`config.mk`:
```
export PLATFORM = sky130hd
export DESIGN_NAME = uart_transmitter
export DESIGN_NICKNAME = d
export VERILOG_FILES = /design/src/rtl/uart_transmitter_pkg.sv /design/src/rtl/uart_transmitter.sv
export SDC_FILE = /design/constraint.sdc
export NUM_CORES = 1
export LEC_CHECK = 0
export BUFFER_PORTS_ARGS = -buffer_cell sky130_fd_sc_hd__buf_4
export CORE_ASPECT_RATIO = 0.75
export CORE_MARGIN = 5
export CORE_UTILIZATION = 25
export DETAILED_ROUTE_END_ITERATION = 6
export PLACE_DENSITY = 0.47
export SLEW_MARGIN = 20
export SYNTH_ARGS = -nofsm -noshare
export SYNTH_HDL_FRONTEND = slang
export SYNTH_SLANG_ARGS = --single-unit
```
`constraint.sdc`:
```
create_clock -name clk -period 2.6 [get_ports clk]
set_clock_uncertainty 0.15 [all_clocks]
set_input_delay 0.52 -clock clk [delete_from_list [all_inputs] [get_ports clk]]
set_output_delay 0.52 -clock clk [all_outputs]
set_load 0.01 [all_outputs]
```
`src/rtl/uart_transmitter_pkg.sv`:
```
// Shared UART definitions: FSM state encoding and default frame geometry.
// Latency: n/a (constants and elaboration-time helpers only).
// Backpressure: n/a.
package uart_transmitter_pkg;

    // State encoding shared by the receiver and transmitter FSMs.
    localparam logic [1:0] ST_IDLE  = 2'd0;
    localparam logic [1:0] ST_START = 2'd1;
    localparam logic [1:0] ST_DATA  = 2'd2;
    localparam logic [1:0] ST_STOP  = 2'd3;

    localparam int DEFAULT_OVERSAMPLE = 16;
    localparam int DEFAULT_DATA_WIDTH = 8;

    // Counter width for a modulo-n counter; never narrower than one bit.
    function automatic int cnt_width(input int n);
        return (n > 1) ? $clog2(n) : 1;
    endfunction

endpackage

```
`src/rtl/uart_transmitter.sv`:
```
// UART serialiser: start bit, DATA_WIDTH bits LSB-first, STOP_BITS stop bits; one-entry holding register.
// Latency: byte accepted at edge N drives the start bit from edge N+1; each bit lasts OVERSAMPLE baudTicks.
// Backpressure: ready = holding register empty; txStart while ready=0 is dropped (overrun).
module uart_transmitter
    import uart_transmitter_pkg::*;
#(
    parameter int DATA_WIDTH = DEFAULT_DATA_WIDTH,
    parameter int OVERSAMPLE = DEFAULT_OVERSAMPLE,
    parameter int STOP_BITS  = 1             // 1 or 2
) (
    input  logic                  clk,
    input  logic                  rst,
    input  logic                  baudTick,
    input  logic                  txStart,
    input  logic [DATA_WIDTH-1:0] dataIn,
    output logic                  ready,
    output logic                  busy,
    output logic                  tx,
    output logic                  tx_done
);

    localparam int TICK_W = cnt_width(OVERSAMPLE);
    localparam int BIT_W  = cnt_width(DATA_WIDTH);

    localparam logic [TICK_W-1:0] TICK_LAST = TICK_W'(OVERSAMPLE - 1);
    localparam logic [BIT_W-1:0]  BIT_LAST  = BIT_W'(DATA_WIDTH - 1);
    // The stop counter is one bit wide: its last value is 1 only for two stop bits.
    localparam logic              STOP_LAST = (STOP_BITS == 2);

    logic [1:0]            state_q,    state_d;
    logic [TICK_W-1:0]     tick_cnt_q, tick_cnt_d;
    logic [BIT_W-1:0]      bit_cnt_q,  bit_cnt_d;
    logic                  stop_cnt_q, stop_cnt_d;
    logic [DATA_WIDTH-1:0] shifter_q,  shifter_d;
    logic [DATA_WIDTH-1:0] hold_reg_q, hold_reg_d;
    logic                  hold_vld_q, hold_vld_d;
    logic                  tx_q,       tx_d;
    logic                  bit_end;

    assign ready = ~hold_vld_q;
    assign busy  = (state_q != ST_IDLE);
    assign tx    = tx_q;

    // Next-state logic: holding-register accept, FSM sequencing and the registered line value.
    always_comb begin
        state_d    = state_q;
        tick_cnt_d = tick_cnt_q;
        bit_cnt_d  = bit_cnt_q;
        stop_cnt_d = stop_cnt_q;
        shifter_d  = shifter_q;
        hold_reg_d = hold_reg_q;
        hold_vld_d = hold_vld_q;
        tx_done    = 1'b0;

        // Last tick of the current bit period.
        bit_end = baudTick && (tick_cnt_q == TICK_LAST);

        // Accept only into an empty register; drains below require it full, so they never overlap.
        if (txStart && ready) begin
            hold_reg_d = dataIn;
            hold_vld_d = 1'b1;
        end

        case (state_q)
            ST_IDLE: begin
                if (hold_vld_q) begin
                    shifter_d  = hold_reg_q;
                    hold_vld_d = 1'b0;
                    tick_cnt_d = '0;
                    state_d    = ST_START;
                end
            end
            ST_START: begin
                if (bit_end) begin
                    tick_cnt_d = '0;
                    bit_cnt_d  = '0;
                    state_d    = ST_DATA;
                end else if (baudTick) begin
                    tick_cnt_d = tick_cnt_q + 1'b1;
                end
            end
            ST_DATA: begin
                if (bit_end) begin
                    tick_cnt_d = '0;
                    shifter_d  = shifter_q >> 1;
                    bit_cnt_d  = bit_cnt_q + 1'b1;
                    if (bit_cnt_q == BIT_LAST) begin
                        stop_cnt_d = 1'b0;
                        state_d    = ST_STOP;
                    end
                end else if (baudTick) begin
                    tick_cnt_d = tick_cnt_q + 1'b1;
                end
            end
            default: begin // ST_STOP
                if (bit_end) begin
                    tick_cnt_d = '0;
                    stop_cnt_d = stop_cnt_q + 1'b1;
                    if (stop_cnt_q == STOP_LAST) begin
                        tx_done = 1'b1;
                        // A queued byte starts on this same edge: no idle gap between frames.
                        if (hold_vld_q) begin
                            shifter_d  = hold_reg_q;
                            hold_vld_d = 1'b0;
                            state_d    = ST_START;
                        end else begin
                            state_d    = ST_IDLE;
                        end
                    end
                end else if (baudTick) begin
                    tick_cnt_d = tick_cnt_q + 1'b1;
                end
            end
        endcase

        // Line value follows the next state so tx and state change on the same edge.
        case (state_d)
            ST_START: tx_d = 1'b0;
            ST_DATA:  tx_d = shifter_d[0];
            default:  tx_d = 1'b1;
        endcase
    end

    // State registers with synchronous reset; reset drops any queued byte.
    always_ff @(posedge clk) begin
        if (rst) begin
            state_q    <= ST_IDLE;
            tick_cnt_q <= '0;
            bit_cnt_q  <= '0;
            stop_cnt_q <= 1'b0;
            shifter_q  <= '0;
            hold_reg_q <= '0;
            hold_vld_q <= 1'b0;
            tx_q       <= 1'b1;
        end else begin
            state_q    <= state_d;
            tick_cnt_q <= tick_cnt_d;
            bit_cnt_q  <= bit_cnt_d;
            stop_cnt_q <= stop_cnt_d;
            shifter_q  <= shifter_d;
            hold_reg_q <= hold_reg_d;
            hold_vld_q <= hold_vld_d;
            tx_q       <= tx_d;
        end
    end

endmodule

```
=== Word-level counts from Yosys, hierarchy flattened ===
Cells that the tools add are included.

* Add/subtract/negate cells: 3
* Eq/ne operators: 11
* Multiplexer cells: 33
* Bitwise operators: 3
* Reductions and logical operators: 14

{| class="wikitable"
|+ Operators by type and width
! kind !! count
|-
| $mux 8 || 4
|-
| $pmux 8 s3 || 1
|-
| $mux 4 || 4
|-
| $mux 2 || 6
|-
| $mux 1 || 11
|-
| $ne 2x2->1 const B || 4
|-
| $mux 3 || 2
|-
| $pmux 1 s2 || 3
|-
| $pmux 2 s3 || 1
|-
| $pmux 3 s2 || 1
|-
| $reduce_and 3->1 || 2
|-
| $reduce_bool 2->1 || 3
|-
| $add 4x1->4 const B || 1
|-
| $eq 2x1->1 const B || 2
|-
| $eq 2x2->1 const B || 2
|-
| $eq 4x4->1 const B || 1
|-
| $reduce_and 4->1 || 1
|-
| $reduce_or 2->1 || 2
|-
| $add 3x1->3 const B || 1
|-
| $eq 3x3->1 const B || 1
|-
| $ne 3x1->1 const B || 1
|-
| $not 1->1 || 3
|-
| $reduce_bool 3->1 || 1
|-
| $reduce_or 3->1 || 1
|-
| 4 further kinds || 5
|}

* Bits in registers: 28
* Input bits: 12
* Output and inout bits: 4
* Word-level logic and storage cells: 73

=== Depth between registers and ports, before layout ===
Gate-level depths: netlist of the first run.

* Depth in word-level cells: 7
* Gate-level depth with buffers: 8
* Mapped depth without buffers: 7

=== Worst setup path before layout of the first run ===
Ideal clock, no wire load.

* Path kind: reg-to-reg
* From: register state_q[0]
* To: register shifter_q[1]
* Setup time: 0.095 ns
* Data arrival time: 1.748 ns
* Slack: 0.607 ns
* Cell stages (with the launch flop): 8
* Path through: dfxtp_1 > inv_1 > ha_1 > buf_2 > or2_2 > a21oi_2 > a21oi_1 > a221oi_1

* Word-level cells in the longest chain between the ends: 3
* Elaborated cells between the ends (all ways): 9
* Those cells by class: eq/ne: 4; mux: 1; bitwise: 1; reduce/logical: 3

{| class="wikitable"
|+ RTL lines
! element !! line !! RTL
|-
| start, declared || uart_transmitter.sv:30 || <nowiki>logic [1:0] state_q, state_d;</nowiki>
|-
| start signal, assigned || uart_transmitter.sv:136 || <nowiki>state_q <= state_d;</nowiki>
|-
| $eq 2x2->1, or another cell as far along || uart_transmitter.sv:64 || <nowiki>case (state_q)</nowiki>
|-
| $ne 3x1->1 (no source line), or another cell as far along || - ||
|-
| $reduce_and 4->1 (no source line) || - ||
|-
| end signal, assigned || uart_transmitter.sv:140 || <nowiki>shifter_q <= shifter_d;</nowiki>
|-
| end, declared || uart_transmitter.sv:34 || <nowiki>logic [DATA_WIDTH-1:0] shifter_q, shifter_d;</nowiki>
|}

Parallel ways exist; a longest one is shown, timed or not.
A chain may end at the register's enable or synchronous reset.

=== Final worst setup path of the first run ===
* From: register state_q[0]
* To: register tx_q, in the netlist tx

* Word-level cells in the longest chain between the ends: 5
* Elaborated cells between the ends (all ways): 14
* Those cells by class: eq/ne: 4; mux: 9; reduce/logical: 1

{| class="wikitable"
|+ RTL lines
! element !! line !! RTL
|-
| $mux 2, on equally long branches || uart_transmitter.sv:99, uart_transmitter.sv:87 ||
|-
| $mux 2, on equally long branches || uart_transmitter.sv:96, uart_transmitter.sv:83 ||
|-
| $pmux 2 s3 || uart_transmitter.sv:64 ||
|-
| $eq 2x2->1 or $eq 2x1->1 (tied branches) || uart_transmitter.sv:117 || <nowiki>case (state_d)</nowiki>
|-
| $pmux 1 s2 (*) || uart_transmitter.sv:117 ||
|-
| end signal, assigned || uart_transmitter.sv:143 || <nowiki>tx_q <= tx_d;</nowiki>
|-
| end, declared || uart_transmitter.sv:37 || <nowiki>logic tx_q, tx_d;</nowiki>
|}

Mark *: on every way between the ends. The rest lies on a longest branch, timed or not.

==> out/metrics.csv, run 1 <==
stage;metric;value;unit
finish;Multi-input gate area;871;sq um
pwr;pwr/cell area;520;nW/um^2
placed_design;GPL Wtd Cong;0.817;
grt;global-route wire length before repair;5980;microns
grt;largest net degree at the start of global routing;29;
grt;grt ovf;0;
synthesis;top cells by area, synth;dfxtp_1 36%, nand2_1 8.4%, a21oi_1 6.4%;
detailed_routing;via count;1379;
finish;Antenna Cells;0;
floorplanning;Placement Rows;25;
sta;RSZ-0062 raised after global routing;no;
floorplanning;initial core utilization;25.2;%
critical_path;crit path launch type;flip-flop;
detailed_routing;post-DR wirelength/cell;12.6;microns
sta;Final Cycle Share;87.7;%
cts;cts repair resizes;0;
cts;Post-CTS Setup Repair Bufs;0;
sta;Slew Viols, Final;0;
detailed_routing;DRC Markers;0;
min_path;min-delay worst type;flip-flop to flip-flop;
grt;vias in the first global route;1223;
detailed_routing;vias per cell;4.82;
synthesis;Mapped Cells;194;
cts;CTS sink cnt;28;
placed_design;DP Worst Slack;0.336;ns
floorplanning;I/O pins;16;
synthesis;Syn Nets;213;
sta;Hold Slack;0.314;ns
cts;TritonCTS clock tree;yes;
finish;fillers;698;
critical_path;arrival time worst endpoint;2.30;ns
detailed_routing;post-route ant nets;0;
detailed_routing;DR iter-0 viols;119;
finish;Core Util, Final;29.1;%
sta;Worst-Margin Slew;0.663;ns
floorplanning;die height;78.4;microns
sta;final hold vios;0;
sta;Tmin final;2.28;ns
critical_path;critical path class;flip-flop to flip-flop;
flow_run;max-cap check violation count;0;
cts;Clock Path Buffers;2;
synthesis;syn avg cell area;8.05;sq um
grt;Total GRT Usage;9.18;%
cts;Clock Tree Root;clkbuf_8;
synthesis;area of the mapped netlist;1560;sq um
synthesis;total number of yosys warnings;0;
cts;CTS Hold Bufs;0;
detailed_routing;1st-pass router iterations;4;
critical_path;Req. time, crit path;2.62;ns
floorplanning;die area;7940;sq um
cts;latest clock arrival within the worst-skew pair;0.28;ns
synthesis;FFs w/ async S/R, synth;0;%
pwr;Peak VDD IR;0.197;mV
sta;setup_tns;0;ns
floorplanning;Core Footprint;6190;sq um
finish;layout cells sized above 1;16.6;%
detailed_routing;final WL;3610;microns
sta;relative slew slack;55.8;%
synthesis;FF+latch count, synth;28;
critical_path;crit path max fanout;12;
synthesis;sequential share of the synthesized area;35.9;%
finish;Layout area overhead;15.2;%
sta;Achievable Freq;439;MHz
pwr;Pleak;0.000683;uW
finish;Final nets;225;
critical_path;crit path capture type;flip-flop;
synthesis;number of synthesized flops with an enable pin;0;
placed_design;DP HPWL;2540;microns
sta;Final setup viols;0;
grt;initial antenna violation count;0;
floorplanning;Die Wd;101;microns
cts;CTS Buf Count;3;
placed_design;IO buf count;15;
cts;H-tree Lvls;1;
run_status;status;finished clean;
cts;Worst-path clk slew;0.10;ns
finish;register area;561;sq um
synthesis;post-synth top area share;35.9;%
sta;worst setup margin;0.320;ns
synthesis;top_reg_cell synth;dfxtp_1;
synthesis;distinct cell type count after synthesis;44;
synthesis;Synth area leader;dfxtp_1;
## flip-flops by register name (all words and copies together) (netlist names)
name        count
state_q         2
hold_vld_q      1
bit_cnt_q       3
tx              1
hold_reg_q      8
tick_cnt_q      4
shifter_q       8
stop_cnt_q      1
## path summary, 6_finish.rpt
path	from	cells after the start	slack (ns)	endpoint
worst max-delay path	state_q[0]	7	0.32	tx
worst min-delay path	hold_reg_q[1]	2	0.31	hold_reg_q[1]
worst max register to register	state_q[0]	7	0.32	tx
worst min register to register	hold_reg_q[1]	2	0.31	hold_reg_q[1]
## power breakdown
part           leakage, uW  switching [uW]  internal (uW)
combinational     0.000420            72.4           54.1
clock            0.0000357             142            206
sequential        0.000228            14.4            446
total             0.000683             229            706
## cell type report
class | count | area share [%]
Timing Repair Buffer | 19 | 7.93
Tap cell | 81 | 5.63
Sequential cell | 28 | 31.2
Inverter | 14 | 2.92
Clock inverter | 1 | 1.67
Multi-Input combinational cell | 140 | 48.4
Clock buffer | 3 | 2.29
## critical path: stages (launching register included)
cell and delay, ns:
dfxtp_1 0.39, inv_1 0.13, ha_1 0.43, nor2b_1 0.27
a211o_1 0.15, o221ai_1 0.12, or2_1 0.24, o32a_1 0.29
## layer usage
layer	track usage, %	vias to the layer above	part of all wire (%)
met5	0	-	0
li1	-	704	-
met3	1.69	4	4.1
met1	13.8	650	53
met2	13.4	21	43
met4	1.99	0	0.67
## stage by stage
step | area, sq um | cells | power (uW)
floorplan | 1560 | 194 | 555
global placement | 1730 | 282 | 598
detailed placement | 1730 | 282 | 598
CTS | 1800 | 286 | 949
global route | 1800 | 286 | 983
finish | 1800 | 286 | 935
## synthesized netlist by cell type (2+ instances only)
library cell,n
nor2b_1,5
nand3_1,3
buf_6,4
a32oi_1,3
a211o_1,2
clkbuf_1,5
a21oi_1,20
inv_1,14
nand2_1,35
nor2_1,9
o21ai_0,19
dfxtp_1,28
a221oi_1,6
ha_1,7
or3_1,2
buf_2,2
nor3_1,3
## logic make-up (layout without fill, tap and decap cells)
family / count (synthesis) / count (layout) / synth area share (%)
AND/OR/NAND/NOR: 68 / 68 / 21.1
buffers and inverters: 26 / 37 / 8.33
adder cells (fa/ha/maj): 7 / 7 / 5.61
AO/OA/AOI/OAI: 62 / 62 / 26.8
flip-flops: 28 / 28 / 35.9
multiplexers: 3 / 3 / 2.32
## cell usage in the layout, fill, tap and decap left out, types with 2 or more instances in the layout
cell type | netlist | layout
buf_4 | 0 | 19
nor2b_1 | 5 | 5
a221oi_1 | 6 | 6
a21oi_1 | 20 | 20
inv_1 | 14 | 14
nand3_1 | 3 | 3
ha_1 | 7 | 7
nor2_1 | 9 | 9
clkbuf_8 | 0 | 3
a211o_1 | 2 | 2
dfxtp_1 | 28 | 28
a32oi_1 | 3 | 3
or3_1 | 2 | 2
nor3_1 | 3 | 3
o21ai_0 | 19 | 19
nand2_1 | 35 | 35
Note: power is estimated with default switching activity, not from simulation.
==> run 2, diff against run 1 <==
--- a/config.mk
+++ b/config.mk
@@ -10,6 +10,7 @@
 export CORE_MARGIN = 5
 export CORE_UTILIZATION = 25
 export DETAILED_ROUTE_END_ITERATION = 6
+export MAX_ROUTING_LAYER = met4
 export PLACE_DENSITY = 0.47
 export SLEW_MARGIN = 20
 export SYNTH_ARGS = -nofsm -noshare
==> constraint.sdc (replaced) <==
create_clock -name clk -period 2.4 [get_ports clk]
set_clock_uncertainty 0.15 [all_clocks]
set_input_delay 0.48 -clock clk [delete_from_list [all_inputs] [get_ports clk]]
set_output_delay 0.48 -clock clk [all_outputs]
set_load 0.01 [all_outputs]
==> out/metrics.csv, run 2 (synthesis results as in run 1) <==
stage;metric;value;unit
pwr;Comb pwr share;14.3;%
sta;Worst-Margin Slew;0.684;ns
detailed_routing;DRC Markers;0;
placed_design;DP HPWL;2600;microns
cts;CTS sink cnt;28;
detailed_routing;vias per cell;4.82;
floorplanning;I/O pins;16;
sta;RSZ-0062 raised after global routing;no;
placed_design;GPL Wtd Cong;0.812;
cts;Post-CTS Setup Repair Bufs;0;
finish;leading cell type in the layout, fill and taps excluded;nand2_1;
placed_design;DP Worst Slack;0.217;ns
critical_path;RR Startpoint;tick_cnt_q[0];
cts;TritonCTS clock tree;yes;
critical_path;FF-to-FF setup slack;0.15;ns
critical_path;reg2reg end;tx;
sta;Achievable Freq;444;MHz
floorplanning;Placement Rows;25;
floorplanning;die area;7940;sq um
pwr;Pleak;0.000701;uW
cts;H-tree Lvls;1;
pwr;Flop pwr share;48.1;%
finish;top flop regs;hold_reg_q (8), shifter_q (8), tick_cnt_q (4);
sta;Final Cycle Share;93.9;%
grt;vias in the first global route;1332;
placed_design;IO buf count;15;
floorplanning;Die Wd;101;microns
finish;layout cells sized above 1;18.7;%
min_path;Endpoint, Worst Hold;hold_reg_q[0];
grt;largest net degree at the start of global routing;29;
pwr;Psw;260;uW
flow_run;max-cap check violation count;0;
min_path;hold_sp;dataIn[0];
sta;final hold vios;0;
cts;Worst-path clk slew;0.11;ns
critical_path;crit path launch type;flip-flop;
cts;Clock Tree Root;clkbuf_8;
grt;grt ovf;0;
cts;latest clock arrival within the worst-skew pair;0.28;ns
min_path;WHS Path Cells;3;
critical_path;crit path capture type;output port;
grt;global-route wire length before repair;6340;microns
finish;Layout area overhead;17.3;%
critical_path;Critical Path Max Stage Delay;0.51;ns
pwr;Design Power;1030;uW
run_status;status;finished clean;
sta;relative slew slack;54.4;%
floorplanning;die height;78.4;microns
detailed_routing;post-route ant nets;0;
floorplanning;initial core utilization;25.2;%
sta;Slew Viols, Final;0;
sta;Tmin final;2.25;ns
sta;setup_tns;0;ns
detailed_routing;via count;1397;
detailed_routing;post-DR wirelength/cell;13.0;microns
sta;Hold Slack;0.281;ns
pwr;Internal;770;uW
pwr;pwr/cell area;562;nW/um^2
pwr;Peak VDD IR;0.207;mV
finish;commonest cells after routing, fill and taps aside;35 x nand2_1, 28 x dfxtp_1, 23 x buf_4;
cts;CTS Buf Count;3;
floorplanning;Core Footprint;6190;sq um
finish;Final nets;229;
pwr;switching portion of total power;25.2;%
critical_path;CP Cell Sequence;ha_2 > nor2b_1 > nand2_1 > inv_1 > buf_4;
detailed_routing;1st-pass router iterations;4;
grt;Total GRT Usage;10.0;%
cts;Clock Path Buffers;2;
finish;Antenna Cells;0;
critical_path;critical path class;flip-flop to output port;
grt;initial antenna violation count;0;
critical_path;Slowest-stage cell, CP;dfxtp_1;
sta;worst setup margin;0.145;ns
critical_path;crit path max fanout;9;
min_path;min-delay worst type;input pin to flip-flop;
critical_path;arrival time worst endpoint;1.62;ns
detailed_routing;final WL;3780;microns
critical_path;Worst R2R Path Depth;6;
critical_path;Req. time, crit path;1.77;ns
detailed_routing;DR iter-0 viols;55;
pwr;clock share of power;37.7;%
sta;Final setup viols;0;
==> run 2: changes by cell type in the layout (fill, tap and decap cells not counted) <==
cell	change
buf_4	+4
ha_1	-1
ha_2	+1
==> run 2: worst max-delay path by stage <==
stage                        startpoint            to  slack [ns]
after global routing      tick_cnt_q[0]            tx       0.003
after detailed placement  tick_cnt_q[0]            tx        0.22
final                        state_q[1]       tx_done        0.15
after CTS                    state_q[1]       tx_done        0.08
after floorplan              state_q[0]  shifter_q[1]        0.41
after global placement    tick_cnt_q[0]            tx        0.23
==> run 2: timing repair <==
| item | CTS | global route |
|---|---|---|
| gates resized for setup | 0 | 1 |
| hold buffers | 0 | 0 |
| endpoints found under the setup margin | 0 | 1 |
==> run 2: power groups by stage <==
stage,combinational (uW),sequential [uW],clock [uW]
global placement,147,506,0
CTS,148,495,401
detailed placement,147,505,0
floorplan,97.0,504,0
global route,166,497,411
finish,147,495,388
==> run 2: area by class of cell <==
cell class	count	area [sq um]
Sequential cell	28	561
Clock inverter	1	30.0
Tap cell	81	101
Timing Repair Buffer	23	173
Inverter	14	52.6
Fill cell	694	4360
Multi-Input combinational cell	140	873
Clock buffer	3	41.3
==> run 2: worst max-delay path, delay by kind of cell, from the launching register on <==
family        cells  cell delay [ns]
flops             1             0.51
buf+inv           2             0.19
fa+ha+maj         1             0.34
simple gates      2             0.31
==> run 2: metal layers <==
metal / global-route usage, % / part of all wire [%]
met5: - / 0
met4: 2.39 / 0.66
met3: 1.60 / 2.8
met2: 14.9 / 45
met1: 14.2 / 52
==> run 2: through the flow <==
| stage | instances | utilization (%) | instance area, sq um |
|---|---|---|---|
| global route | 290 | 29.6 | 1830 |
| CTS | 290 | 29.5 | 1830 |
| floorplan | 194 | - | 1560 |
| detailed placement | 286 | 28.4 | 1760 |
| global placement | 286 | 28.4 | 1760 |
| finish | 290 | 29.6 | 1830 |
